### config.mk
export PLATFORM = sky130hd
export DESIGN_NAME = mem_port_arbiter
export DESIGN_NICKNAME = d
export VERILOG_FILES = /design/src/rtl/mem_port_arbiter_pkg.sv /design/src/rtl/mem_arb_timer.sv /design/src/rtl/mem_port_arbiter.sv
export SDC_FILE = /design/constraint.sdc
export NUM_CORES = 1
export LEC_CHECK = 0
export CAP_MARGIN = 20
export CORE_UTILIZATION = 33
export DETAILED_ROUTE_END_ITERATION = 10
export PLACE_DENSITY = 0.81
export RECOVER_POWER = 100
export SLEW_MARGIN = 20
export SYNTH_ARGS = -nofsm -noshare
export SYNTH_HDL_FRONTEND = slang
export SYNTH_SLANG_ARGS = --single-unit
### constraint.sdc
create_clock -name clock -period 1.9 [get_ports clock]
set_input_delay 0.38 -clock clock [delete_from_list [all_inputs] [get_ports clock]]
set_output_delay 0.38 -clock clock [all_outputs]
set_load 0.05 [all_outputs]
### src/rtl/mem_port_arbiter_pkg.sv
// Shared encodings for the data-memory port arbiter and its timeout timer.
package mem_port_arbiter_pkg;

  typedef enum logic [1:0] {
    IDLE   = 2'd0,
    BUSY_I = 2'd1,
    BUSY_D = 2'd2
  } arb_state_t;

  typedef enum logic {
    OWNER_I = 1'b0,
    OWNER_D = 1'b1
  } owner_t;

  localparam int DEFAULT_TIMEOUT      = 255;
  localparam int DEFAULT_STARVE_LIMIT = 4;

endpackage

### src/rtl/mem_arb_timer.sv
// Busy-cycle counter that flags a hung memory transaction; TIMEOUT = 0 disables it.
module mem_arb_timer
  import mem_port_arbiter_pkg::*;
#(
  parameter int TIMEOUT = DEFAULT_TIMEOUT
) (
  input  logic clock,
  input  logic reset,
  input  logic clear,
  input  logic enable,
  output logic expire
);

  localparam int W = (TIMEOUT > 0) ? $clog2(TIMEOUT + 1) : 1;

  logic [W-1:0] tmo_cnt;

  always_ff @(posedge clock) begin
    if (reset || clear)
      tmo_cnt <= '0;
    else if (enable)
      tmo_cnt <= tmo_cnt + 1'b1;
  end

  generate
    if (TIMEOUT == 0) begin : g_disabled
      assign expire = 1'b0;
    end else begin : g_enabled
      localparam logic [W-1:0] LAST = W'(TIMEOUT - 1);
      // Fires on the TIMEOUT-th busy cycle, counting the first one as zero.
      assign expire = enable && (tmo_cnt == LAST);
    end
  endgenerate

endmodule

### src/rtl/mem_port_arbiter.sv
// Shares one data-memory port between instruction fetch and the MEM-stage data
// controller, with data priority, anti-starvation and a hung-transaction abort.
module mem_port_arbiter
  import mem_port_arbiter_pkg::*;
#(
  parameter int STARVE_LIMIT = DEFAULT_STARVE_LIMIT,
  parameter int TIMEOUT      = DEFAULT_TIMEOUT
) (
  input  logic        clock,
  input  logic        reset,
  input  logic        I_ReadEnable,
  input  logic [29:0] I_Address,
  output logic [31:0] I_ReadData,
  output logic        I_Ready,
  output logic        I_Error,
  input  logic        D_ReadEnable,
  input  logic [3:0]  D_WriteEnable,
  input  logic [29:0] D_Address,
  input  logic [31:0] D_WriteData,
  output logic [31:0] D_ReadData,
  output logic        D_Ready,
  output logic        D_Error,
  output logic        M_ReadEnable,
  output logic [3:0]  M_WriteEnable,
  output logic [29:0] M_Address,
  output logic [31:0] M_WriteData,
  input  logic [31:0] M_ReadData,
  input  logic        M_Ready
);

  localparam int SW = $clog2(STARVE_LIMIT + 1);
  localparam logic [SW-1:0] STARVE_MAX = SW'(STARVE_LIMIT);

  arb_state_t    state, state_next;
  owner_t        owner;
  logic [SW-1:0] starve_cnt;
  logic          settle;
  logic          d_write, d_req, busy, done, expire, timer_clear;
  logic          grant_i, grant_d;

  assign d_write     = |D_WriteEnable;
  assign d_req       = D_ReadEnable | d_write;
  assign busy        = (state != IDLE);
  assign timer_clear = !busy || done;
  assign I_ReadData  = M_ReadData;
  assign D_ReadData  = M_ReadData;

  mem_arb_timer #(.TIMEOUT(TIMEOUT)) u_timer (
    .clock  (clock),
    .reset  (reset),
    .clear  (timer_clear),
    .enable (busy),
    .expire (expire)
  );

  always_ff @(posedge clock) begin
    if (reset) state <= IDLE;
    else       state <= state_next;
  end

  // The settle cycle after a completion never grants, giving a 3-cycle minimum period.
  always_comb begin
    state_next = state;
    owner      = OWNER_D;
    grant_i    = 1'b0;
    grant_d    = 1'b0;
    done       = 1'b0;
    I_Ready    = 1'b0;
    I_Error    = 1'b0;
    D_Ready    = 1'b0;
    D_Error    = 1'b0;
    case (state)
      IDLE: begin
        if (!settle) begin
          if (I_ReadEnable && (starve_cnt == STARVE_MAX || !d_req)) begin
            grant_i = 1'b1;
            owner   = OWNER_I;
          end else if (d_req) begin
            grant_d = 1'b1;
          end
          if (grant_i || grant_d)
            state_next = (owner == OWNER_I) ? BUSY_I : BUSY_D;
        end
      end
      BUSY_I, BUSY_D: begin
        done = M_Ready || expire;
        if (done) state_next = IDLE;
        if (!reset) begin
          if (state == BUSY_I) begin
            I_Ready = M_Ready;
            I_Error = expire && !M_Ready;
          end else begin
            D_Ready = M_Ready;
            D_Error = expire && !M_Ready;
          end
        end
      end
      default: state_next = IDLE;
    endcase
  end

  // Command registers, settle flag and the starvation counter.
  always_ff @(posedge clock) begin
    if (reset) begin
      M_ReadEnable  <= 1'b0;
      M_WriteEnable <= '0;
      M_Address     <= '0;
      M_WriteData   <= '0;
      settle        <= 1'b0;
      starve_cnt    <= '0;
    end else begin
      settle <= done;
      if (grant_i) begin
        M_ReadEnable  <= 1'b1;
        M_WriteEnable <= '0;
        M_Address     <= I_Address;
        M_WriteData   <= '0;
      end else if (grant_d) begin
        M_ReadEnable  <= D_ReadEnable && !d_write;
        M_WriteEnable <= D_WriteEnable;
        M_Address     <= D_Address;
        M_WriteData   <= D_WriteData;
      end else if (done) begin
        M_ReadEnable  <= 1'b0;
        M_WriteEnable <= '0;
      end
      if (state == IDLE) begin
        if (grant_i || !I_ReadEnable)
          starve_cnt <= '0;
        else if (grant_d && starve_cnt != STARVE_MAX)
          starve_cnt <= starve_cnt + 1'b1;
      end
    end
  end

endmodule

==> summary.txt <==
Outcome: finished with violations
Failing checks: DRC, setup timing
RSZ-0062 raised after global routing: yes
Clock tree from TritonCTS: built
Wire length of the first global-routing pass: 18400 um
Normalized max-slew margin: 0.573
Area occupied by registers: 1630 sq um
CP Class: flip-flop to output pin
Share of synthesized area occupied by flip-flops and latches: 0.408
Classification of the worst-slack hold path: flip-flop to flip-flop
Slew @ Worst Pin: 0.643 ns
Fraction of final layout cells sized beyond drive strength 1: 0.147
Total area of multi-input combinational cells: 1810 sq um
Vias in the first global route: 3909
Total nets after synthesis: 633
Area added between synthesis and finish: 49.6%
Share of the clock period used by the worst path after layout: 1.05
Critical path startpoint category: flip-flop
Delay of the slowest cell on the worst path: 0.33 ns
Vias: 3852
Full die area: 12500 sq um
Setup_tns: -0.208 ns
Buffer cell driving the clock tree root: sky130_fd_sc_hd__clkbuf_16
Total buffers and inverters traversed by the critical path: 3
RePlAce Congestion: 0.796
Half-perimeter wire length of the detailed placement result: 7860 um
CTS H-Tree Depth: 3
Cell taking the most area after synthesis: sky130_fd_sc_hd__dfxtp_1
Synth Cell Area: 3980 sq um
Warnings from Yosys: 0
Kind of cell adding the most delay to the critical path: buffers and inverters
Commonest non-fill, non-tap cell in the layout: sky130_fd_sc_hd__clkdlybuf4s50_1
Number of buffers created by CTS: 9
Placed cell count: 743
Data required time at the worst endpoint: 1.52 ns
Wire length after detailed routing: 11500 um
Count of hold buffers inserted by post-cts repair: 0
Fraction of power consumed by sequential logic: 0.345
Total Nets Final: 760
Number of antenna violations at the first check in global routing: 0
Detailed-route wire length on metal 1: 4730 um
IR Drop Worst-Case VDD: 0.358 mV
Buffers added on ports: 171
Most frequent cells in the layout: sky130_fd_sc_hd__clkdlybuf4s50_1, sky130_fd_sc_hd__nand2_1, sky130_fd_sc_hd__dfxtp_1, sky130_fd_sc_hd__a21oi_1, sky130_fd_sc_hd__nor3_1
Mean instance size in the synthesized netlist: 8.05 sq um
Synthesized instance count: 494
Post-synth top area share: 0.408
Number of search-and-repair iterations in the first detailed-routing pass: 8
Post-route worst setup slack: -0.0868 ns
Largest net degree at the start of global routing: 37
Placement Rows: 39
Final Instance Area: 5950 sq um
Standard cell core area: 11600 sq um
Number of register bits inferred by synthesis: 81
CP Cell Sequence: inv_2, ha_4, nor2b_4, nand4_1, buf_4, nor4_4, buf_12
Global-route usage over all layers: 0.184
Number of different library cells in the post-synthesis netlist: 42
Crit path time final: 1.99 ns
I/O pin total: 268
Num Clock Sinks: 81
Post-route clock skew: 0.00992 ns
Power density over cell area: 969 nW/um^2
Worst path arrival time: 1.61 ns
Critical Path End Type: output pin
Met2 Routed Length: 5460 um
Filler cell count: 1077
Drt first-iter violations: 295
N_diodes: 0
Static leakage: 2.23 nW
Non-filler cells, final: 769
Number of setup violations in the final report: 5
Net switching power figure: 0.00203 W
Die extent in x: 112 um
GRT overflow: 0
Internal power component: 0.00374 W
Final-report hold violation count: 0
Effective utilization at floorplan: 0.344
Core Util, Final: 0.515
Clock slew at reported path FFs: 0.06 ns
Highest Signal Layer: met4
Final Max Slew Viols: 0
Met3 wire len: 1070 um
Logic pwr share: 0.360
Detail-routed net length per standard cell: 14.9 um
Synth area leaders: sky130_fd_sc_hd__dfxtp_1, sky130_fd_sc_hd__nand2_1, sky130_fd_sc_hd__buf_4
Detail Route Antenna Nets: 0
DRC violations left: 22
Fmax: 0.503 GHz
Fraction of power consumed by the clock network: 0.296
Switching Fraction: 0.351
Height of the die: 112 um
Critical Path Fanout Max: 2
Buffer depth of the longest clock path: 2
Crit path max-delay cell type: sky130_fd_sc_hd__dfxtp_2
Worst-skew pair later-pin latency: 0.33 ns
Area after DPL: 5590 sq um
Via/cell ratio: 5.01
MaxCap Viol Count: 0
==> synth_stat cells (all sizes together) <==
cell,n
inv,9
nand4,1
dfxtp,81
a22oi,1
or4,1
nor3,32
nor2b,3
a21bo,1
o211ai,7
a41oi,1
a21oi,40
a2111oi,2
nor4,2
a21o,1
a31o,1
clkbuf,18
nand3,2
xnor2,3
o211a,1
o21ai,6
or4b,1
a2111o,1
and4,1
a22o,1
nand2,140
a311oi,30
a21boi,1
and3,1
or2,1
xor2,3
and2,1
mux2i,1
nor2,16
ha,6
nand4b,1
buf,76
==> power by group through the flow <==
stage,logic (W),clock network (W),registers (W)
after detailed placement,0.00200,0,0.00202
after floorplan,0.000974,0,0.00260
after global routing,0.00221,0.00184,0.00201
after global placement,0.00196,0,0.00202
final,0.00207,0.00171,0.00199
after CTS,0.00213,0.00176,0.00199
==> worst reg2reg max path: cells and delay by family, from the launching register on <==
kind	cells	cell delay [ns]
AO/OA/AOI/OAI	2	0.73
adder cells (fa/ha/maj)	1	0.15
buffers and inverters	3	0.36
flip-flops	1	0.32
AND/OR/NAND/NOR	2	0.28
==> cells by family after synthesis <==
kind of cell,synth area share
mux,0.00252
xor+xnor,0.0132
compound gates,0.170
simple gates,0.214
fa+ha+maj,0.0189
flops,0.408
buf+inv,0.173
==> flip-flops by register name, summed over array words and instances, names as in the netlist <==
register and flops:
starve_cnt 3, state 2, M_WriteData 32, M_WriteEnable 4, M_ReadEnable 1, settle 1
u_timer.tmo_cnt 8, M_Address 30
==> routing by layer <==
metal  track usage  up-vias
li1              -     1883
met1         0.208     1734
met2         0.316      213
met3        0.0550       22
met4        0.0910        0
met5             0        -
==> final timing paths <==
path | start | to | slack (ns) | cells after the start
max | state[1]$_SDFFE_PP0P_ | D_Error | -0.09 | 7
max reg2reg | state[1]$_SDFFE_PP0P_ | state[0]$_SDFFE_PP0P_ | -0.01 | 8
min | M_WriteData[27]$_SDFFE_PP0P_ | M_WriteData[27]$_SDFFE_PP0P_ | 0.45 | 2
min reg2reg | M_WriteData[27]$_SDFFE_PP0P_ | M_WriteData[27]$_SDFFE_PP0P_ | 0.45 | 2
==> stage by stage <==
stage / setup slack, ns / power, W / hold slack (ns)
finish: -0.0868 / 0.00577 / 0.454
floorplan: -0.0428 / 0.00358 / 0.429
global route: -0.159 / 0.00606 / 0.471
detailed placement: -0.513 / 0.00403 / 0.448
CTS: -0.109 / 0.00588 / 0.457
global placement: -0.426 / 0.00398 / 0.441
==> layout make-up <==
cell class / instances / share of cell area
clock inverters: 5 / 0.00925
flip-flops and latches: 81 / 0.273
well taps: 143 / 0.0301
repair buffers: 210 / 0.338
clock buffers: 11 / 0.0408
inverters: 9 / 0.00568
multi-input cells: 310 / 0.303
==> what timing repair did <==
action / 4_1_cts / 5_1_grt
gates cloned: 2 / 0
endpoints found under the setup margin: 58 / 79
gates resized for setup: 15 / 35
pin swaps: 6 / 5
setup buffers: 7 / 2
Note: power is estimated with default switching activity, not from simulation.
